===== src/rtl/protocol_pkg.sv =====
// protocol_pkg: receive FSM states and frame bit levels shared with the upstream FSM
package protocol_pkg;

    typedef enum logic [1:0] {RX_IDLE, RX_DATA, RX_STOP} rx_state_t;

    localparam logic START_BIT = 1'b1;
    localparam logic STOP_BIT  = 1'b0;

endpackage


===== src/rtl/protocol_hold_reg.sv =====
// protocol_hold_reg: one-entry valid/ready holding register
module protocol_hold_reg #(
    parameter int W = 8
) (
    input  logic         clk,
    input  logic         rst,
    input  logic         load,
    input  logic [W-1:0] data_in,
    input  logic         out_ready,
    output logic [W-1:0] out_data,
    output logic         out_valid,
    output logic         slot_free
);

    assign slot_free = !out_valid || out_ready;

    // a load in the same cycle as a consume keeps the slot full
    always_ff @(posedge clk or posedge rst) begin
        if (rst) begin
            out_data  <= '0;
            out_valid <= 1'b0;
        end else if (load) begin
            out_data  <= data_in;
            out_valid <= 1'b1;
        end else if (out_ready) begin
            out_valid <= 1'b0;
        end
    end

endmodule


===== src/rtl/protocol_rx_deser.sv =====
// protocol_rx_deser: deserializes start/data/stop frames into words on a valid/ready output
module protocol_rx_deser
    import protocol_pkg::*;
#(
    parameter int DATA_W    = 8,
    parameter bit MSB_FIRST = 1'b0,
    parameter int ERR_CNT_W = 8
) (
    input  logic                 clk,
    input  logic                 rst,
    input  logic                 din,
    output logic [DATA_W-1:0]    out_data,
    output logic                 out_valid,
    input  logic                 out_ready,
    output logic                 busy,
    output logic                 frame_err,
    output logic                 overflow,
    output logic [ERR_CNT_W-1:0] err_cnt
);

    localparam int CW = $clog2(DATA_W);

    rx_state_t         state;
    logic [CW-1:0]     bit_cnt;
    logic [DATA_W-1:0] sr;
    logic [DATA_W-1:0] sr_next;
    logic              slot_free;
    logic              load;
    logic              err_event;

    assign sr_next   = MSB_FIRST ? {sr[DATA_W-2:0], din} : {din, sr[DATA_W-1:1]};
    assign load      = (state == RX_STOP) && (din == STOP_BIT) && slot_free;
    assign err_event = (state == RX_STOP) && ((din != STOP_BIT) || !slot_free);
    assign busy      = (state != RX_IDLE);

    always_ff @(posedge clk or posedge rst) begin
        if (rst) begin
            state     <= RX_IDLE;
            bit_cnt   <= '0;
            sr        <= '0;
            frame_err <= 1'b0;
            overflow  <= 1'b0;
            err_cnt   <= '0;
        end else begin
            frame_err <= 1'b0;
            overflow  <= 1'b0;
            if (err_event && (err_cnt != '1))
                err_cnt <= err_cnt + 1'b1;
            case (state)
                RX_IDLE: begin
                    if (din == START_BIT) begin
                        state   <= RX_DATA;
                        bit_cnt <= '0;
                    end
                end
                RX_DATA: begin
                    sr      <= sr_next;
                    bit_cnt <= bit_cnt + 1'b1;
                    if (bit_cnt == CW'(DATA_W - 1))
                        state <= RX_STOP;
                end
                RX_STOP: begin
                    state     <= RX_IDLE;
                    frame_err <= (din != STOP_BIT);
                    overflow  <= (din == STOP_BIT) && !slot_free;
                end
                default: state <= RX_IDLE;
            endcase
        end
    end

    protocol_hold_reg #(.W(DATA_W)) u_hold (
        .clk       (clk),
        .rst       (rst),
        .load      (load),
        .data_in   (sr),
        .out_ready (out_ready),
        .out_data  (out_data),
        .out_valid (out_valid),
        .slot_free (slot_free)
    );

endmodule

===== config.mk =====
export PLATFORM = sky130hd
export DESIGN_NAME = protocol_rx_deser
export DESIGN_NICKNAME = d
export VERILOG_FILES = /design/src/rtl/protocol_pkg.sv /design/src/rtl/protocol_hold_reg.sv /design/src/rtl/protocol_rx_deser.sv
export SDC_FILE = /design/constraint.sdc
export NUM_CORES = 1
export LEC_CHECK = 0
export CORE_MARGIN = 1
export CORE_UTILIZATION = 51
export DETAILED_ROUTE_END_ITERATION = 16
export GPL_TIMING_DRIVEN = 0
export PLACE_DENSITY = 0.77
export SYNTH_ARGS = -nofsm -noshare
export SYNTH_HDL_FRONTEND = slang
export SYNTH_HIERARCHICAL = 1
export SYNTH_SLANG_ARGS = --single-unit

===== constraint.sdc =====
create_clock -name clk -period 2.01 [get_ports clk]
set_input_delay 0.5025 -clock clk [delete_from_list [all_inputs] [get_ports clk]]
set_output_delay 0.5025 -clock clk [all_outputs]
set_load 0.01 [all_outputs]

# Yosys cells after proc, flatten, opt, wreduce, memory -nomap -nowiden
# Cells that the tools add are included.
dict set report word_totals {
  reg_bits 32
  latch_bits 0
  ramBits 0
  mem_bits_ro 0
  in_bits 4
  out_inout_bits 20
  word_cells 41
  mem_count 0
}
dict set report classes {
  addsub 2
  n_mul 0
  div 0
  n_lt_le_gt_ge 0
  eq_ne 6
  n_shift 0
  muxes 9
  bitwise 1
  reduce_logical 15
}
# op count
set ops {}
lappend ops {{adder 8 x 1 -> 8 bit (second input constant)} 1}
lappend ops {{inequality test 8 bit (second input constant)} 1}
lappend ops {{case mux 3 bit (2 select lines)} 1}
lappend ops {{nonzero test 2 bit} 3}
lappend ops {{logical AND 1 bit} 5}
lappend ops {{two-way mux 1 bit} 4}
lappend ops {{two-way mux 2 bit} 2}
lappend ops {{inequality test 2 bit (second input constant)} 2}
lappend ops {{case mux 2 bit (2 select lines)} 1}
lappend ops {{AND reduction 2 bit} 2}
lappend ops {{adder 3 x 1 -> 3 bit (second input constant)} 1}
lappend ops {{equality test 3 bit (second input constant)} 1}
lappend ops {{two-way mux 3 bit} 1}
lappend ops {{equality test 2 x 1 -> 1 bit (second input constant)} 1}
lappend ops {{equality test 2 bit (second input constant)} 1}
lappend ops {{logical NOT 1 bit} 2}
lappend ops {{logical NOT 2 bit} 1}
lappend ops {{logical OR 1 bit} 2}
lappend ops {{NOT 1 bit} 1}

# Depth between registers and ports, before layout
dict set report depth {
  depth_word 6
  depth_mapped 5
  mapped_depth_nobuf 5
}

# Modules after synthesis
# Netlist, hierarchy kept.
# mod n_inst cells_per_inst area_each_um2 seq_area_each_um2
set modules_own_cells {}
lappend modules_own_cells {protocol_rx_deser 1 74 1009.7 575.6}
lappend modules_own_cells {protocol_hold_reg 1 21 372.9 225.2}

# Least setup slack after synthesis
# Ideal clock, no wire load.
dict set report synth_timing {
  path_type {input to register}
  startpoint {input port out_ready}
  endpoint {register u_hold.out_data[0]}
  setup_ns 0.125
  t_arrival_ns 1.538
  required_time_ns 1.885
  setup_slack_ns 0.347
  cell_stages 5
  n_path_buf 1
  path_cell_list {nand2b_1 > or2b_2 > nor2_1 > buf_6 > mux2_4}
}
dict set report synth_between {
  elab_chain_len 2
}
# element line
set synth_rtl {}
lappend synth_rtl {{from (decl)} protocol_rx_deser.sv:14} ;# input logic out_ready,
lappend synth_rtl {{logical OR 1 bit} protocol_hold_reg.sv:15} ;# assign slot_free = !out_valid || out_ready;
lappend synth_rtl {{logical AND 1 bit} protocol_rx_deser.sv:32} ;# assign load = (state == RX_STOP) && (din == STOP_BIT) && slot_free;
lappend synth_rtl {{via load} protocol_rx_deser.sv:28} ;# logic load;
lappend synth_rtl {{to (signal assigned)} protocol_hold_reg.sv:23} ;# out_data <= data_in;
lappend synth_rtl {{to (decl)} protocol_hold_reg.sv:10} ;# output logic [W-1:0] out_data,
# The timed path passes the listed nets, and every way through them passes these cells.
# A chain may end at the register's enable or synchronous reset.

# Worst setup path in the final report
dict set report layout_timing {
  startpoint {input port out_ready}
  endpoint {register u_hold.out_data[7]}
}
dict set report layout_between {
  elab_chain_len 2
}
# element line
set layout_rtl {}
lappend layout_rtl {{logical OR 1 bit} protocol_hold_reg.sv:15}
lappend layout_rtl {{via slot_free} protocol_rx_deser.sv:27} ;# logic slot_free;
lappend layout_rtl {{logical AND 1 bit} protocol_rx_deser.sv:32}
lappend layout_rtl {{via load} protocol_rx_deser.sv:28}
# The timed path passes the listed nets, and every way through them passes these cells.

==> flow_summary_export.csv <==
group,metric,value,unit
outcome,outcome,"finished clean",
layout,nets,133,
setup_path,reg2reg_from,"u_hold/out_valid$_DFFE_PP0P_",
synthesis,synth-edff-count,0,
route,via_count,849,
setup_path,startpoint_type,"primary input",
sta,final_max_slew_viol_count,0,
floorplan,die-area,2923,sq um
floorplan,start_util,0.5481,
synthesis,async_reset_ff_frac,1.000,
power,ir_worst_vdd,0.0009024,V
setup_path,rr_worst_depth,5,
floorplan,dieWidth,54.07,um
route,drtPass1Iterations,4,
global_route,grt_pass1_vias,851,
cts,cts_sinks,32,
cts,clk_pin_slew,0.10,ns
synthesis,synthTopCellsByArea,"dfrtp_1 (58%), mux2_4 (9.8%), mux2_2 (8.1%), xor2_1 (3.2%), ha_1 (2.7%)",
sta,slew_headroom,0.4317,
route,wl_met2,1149,um
placement,port-buffer-count,23,
layout,antenna_cells,0,
layout,fillers,188,
synthesis,yosysTopAreaCellShare,0.5792,
synthesis,syn_nets,102,
setup_path,reg2reg_slack,0.42,ns
floorplan,die_h,54.07,um
power,p_leak,0.8168,nW
synthesis,ys_types,27,
setup_path,slowest_delay,0.46,ns
route,viasPerCell,5.408,
min_path,hold_path.class,"primary input to asynchronous set/reset pin",
global_route,grt_usage,0.2096,
route,wl_per_cell,15.27,um
cts,cts_tree,"done",
sta,clock_skew,0.006763,ns
power,combPwrFrac,0.290,
setup_path,crit_chain,"clkdlybuf4s50_1 -> nand2b_1 -> or2b_2 -> nor2_1 -> buf_6 -> mux2_4",
cts,numCtsBuffers,5,
synthesis,synth_top_flop_cell,"dfrtp_1",
route,drt-total-wl,2397,um
sta,fmax,536.1,MHz
sta,finalHoldViolations,0,
layout,area_growth,26.79,%
setup_path,cp.required,2.23,ns
power,intPower,1.554,mW
sta,tightest_slew,0.8516,ns
synthesis,yosysSeqAreaShare,0.5792,
setup_path,cpMaxStageDelayCell,"clkdlybuf4s50_1",
power,seqPwrFrac,0.451,
flow_run,maxCapViolations,0,
cts,cts.path.max_buffers,2,
power,p_sw_frac,0.2664,
synthesis,yosysTopAreaCell,"dfrtp_1",
floorplan,core-area,2522,sq um
placement,pre_cts_ws,-0.2061,ns
power,power.switching,564.3,uW
global_route,antenna_found_initial,0,
floorplan,row_count,18,
placement,gp_congestion,0.7559,
global_route,grt_pass1_wl,3946,um
sta,fin_crit_sh,0.9280,
route,dr_wl_met3,96,um
sta,setup_viol,0,
placement,dp_hpwl,1658,um
setup_path,cp.arrival,2.09,ns
route,drcViolationCount,0,
layout,drive_gt1_frac,0.2913,
synthesis,synth.most_common_cell,"dfrtp_1",
global_route,globalRoute.totalOverflow,0,
global_route,grt_max_degree,24,
cts,h-tree-depth,2,
route,drt_iter0_drc,9,
setup_path,timing.rr.end,"u_hold/out_data[7]$_DFFE_PP0P_",
sta,final.setup.worst_slack,0.1448,ns
synthesis,netlist_instances,95,
synthesis,synth_area,1383,sq um
sta,fin_crit,1.865,ns
sta,rsz0062_at_grt,"no",
power,power.share.clock,0.260,
cts,clock_latency,0.34,ns
route,wl_met1,1097,um
setup_path,worst-setup-path-type,"primary input to flop",
setup_path,cp_max_fo,9,
layout,finalInstanceArea,1753,sq um
route,antenna_left,0,
cts,holdBufCountCts,0,
cts,root_buffer,"clkbuf_4",
setup_path,endpoint_kind,"flop",
floorplan,num_io_pins,24,
synthesis,yosys_register_bits,32,
power,powerDensity,1209,nW/um^2
synthesis,netlist_top_cells_count,"dfrtp_1 (32), mux2_2 (10), mux2_4 (9)",
synthesis,syn_area_per_cell,14.55,sq um
sta,hold_slack,0.4708,ns
route,highest_layer,"met4",
placement,dpl_cell_area,1650,sq um
synthesis,synth_warnings,6,
[kinds of logic (layout without fill, tap and decap cells)]
family | Yosys count | count (layout) | synth area share
buffers and inverters | 5 | 37 | 0.02172
DFF | 32 | 32 | 0.5792
muxes | 19 | 19 | 0.1792
AOI/OAI and AO/OA | 5 | 5 | 0.03710
and+or+nand+nor | 25 | 25 | 0.1176
adders and majority gates | 3 | 3 | 0.02715
xor gates and xnor gates | 6 | 6 | 0.03801
[placed cells by master, fill, tap and decap left out, types with 2 or more instances in the layout]
master,count
a22o_1,2
and2_1,2
buf_4,2
clkbuf_4,5
clkbuf_8,2
clkdlybuf4s50_1,22
dfrtp_1,31
ha_1,3
inv_1,3
mux2_2,10
mux2_4,9
nand2_1,4
nand2b_1,3
nor2_1,4
nor3_1,3
xor2_1,5
[repair_timing]
action | in CTS | in global routing
buffers inserted | 1 | 0
gates resized for setup | 2 | 0
endpoints found under the setup margin | 1 | 0
[routing by layer]
layer / up-vias / track usage
met5: - / 0
met4: 0 / 0.1282
met3: 5 / 0.07627
met2: 25 / 0.3086
met1: 432 / 0.2609
li1: 387 / -
[how the worst max path moves through the flow]
stage                                       from                              to  slack (ns)  cells past startpoint
final                                  out_ready  u_hold/out_data[7]$_DFFE_PP0P_        0.14                      6
after global routing                   out_ready  u_hold/out_data[4]$_DFFE_PP0P_        0.09                      6
after CTS                 err_cnt[4]$_DFFE_PP0P_                      err_cnt[4]        0.14                      1
after detailed placement               out_ready  u_hold/out_data[5]$_DFFE_PP0P_       -0.21                      6
after global placement                 out_ready  u_hold/out_data[2]$_DFFE_PP0P_       -0.18                      6
after floorplan                        out_ready  u_hold/out_data[0]$_DFFE_PP0P_        0.35                      5
[area by class of cell]
| type | instances | area, sq um | area share |
|---|---|---|---|
| Timing Repair Buffer | 24 | 236.5 | 0.1349 |
| Clock inverter | 1 | 30.03 | 0.01713 |
| Clock buffer | 7 | 65.06 | 0.03712 |
| Sequential cell | 32 | 802.0 | 0.4575 |
| Buffer | 2 | 18.77 | 0.01071 |
| Tap cell | 30 | 37.54 | 0.02141 |
| Multi-Input combinational cell | 58 | 551.8 | 0.3148 |
| Inverter | 3 | 11.26 | 0.006424 |
[power by group through the flow]
stage,clock network [mW],logic (mW),registers (mW)
global placement,0,0.575,0.961
detailed placement,0,0.600,0.978
CTS,0.560,0.621,0.957
global route,0.586,0.674,0.985
finish,0.550,0.614,0.954
floorplan,0,0.379,0.968
[sequential cells by signal, indices dropped and copies added, names as in the netlist]
signal / count
err_cnt: 8
sr: 8
u_hold/out_data: 8
bit_cnt: 3
state: 2
frame_err: 1
overflow: 1
u_hold/out_valid: 1
[critical path: cells and delay by family]
family                 cells  cell delay [ns]
buffers and inverters      2             0.64
multiplexers               1             0.31
AND/OR/NAND/NOR            3             0.63
[metrics by stage]
| step | power, mW | TNS (ns) | instances | utilization |
|---|---|---|---|---|
| global route | 2.245 | 0 | 157 | 0.6949 |
| global placement | 1.536 | -1.444 | 148 | 0.6543 |
| CTS | 2.139 | 0 | 157 | 0.6949 |
| finish | 2.118 | 0 | 157 | 0.6949 |
| floorplan | 1.347 | 0 | 95 | - |
| detailed placement | 1.578 | -1.762 | 148 | 0.6543 |
(Power assumes the default switching activity.)
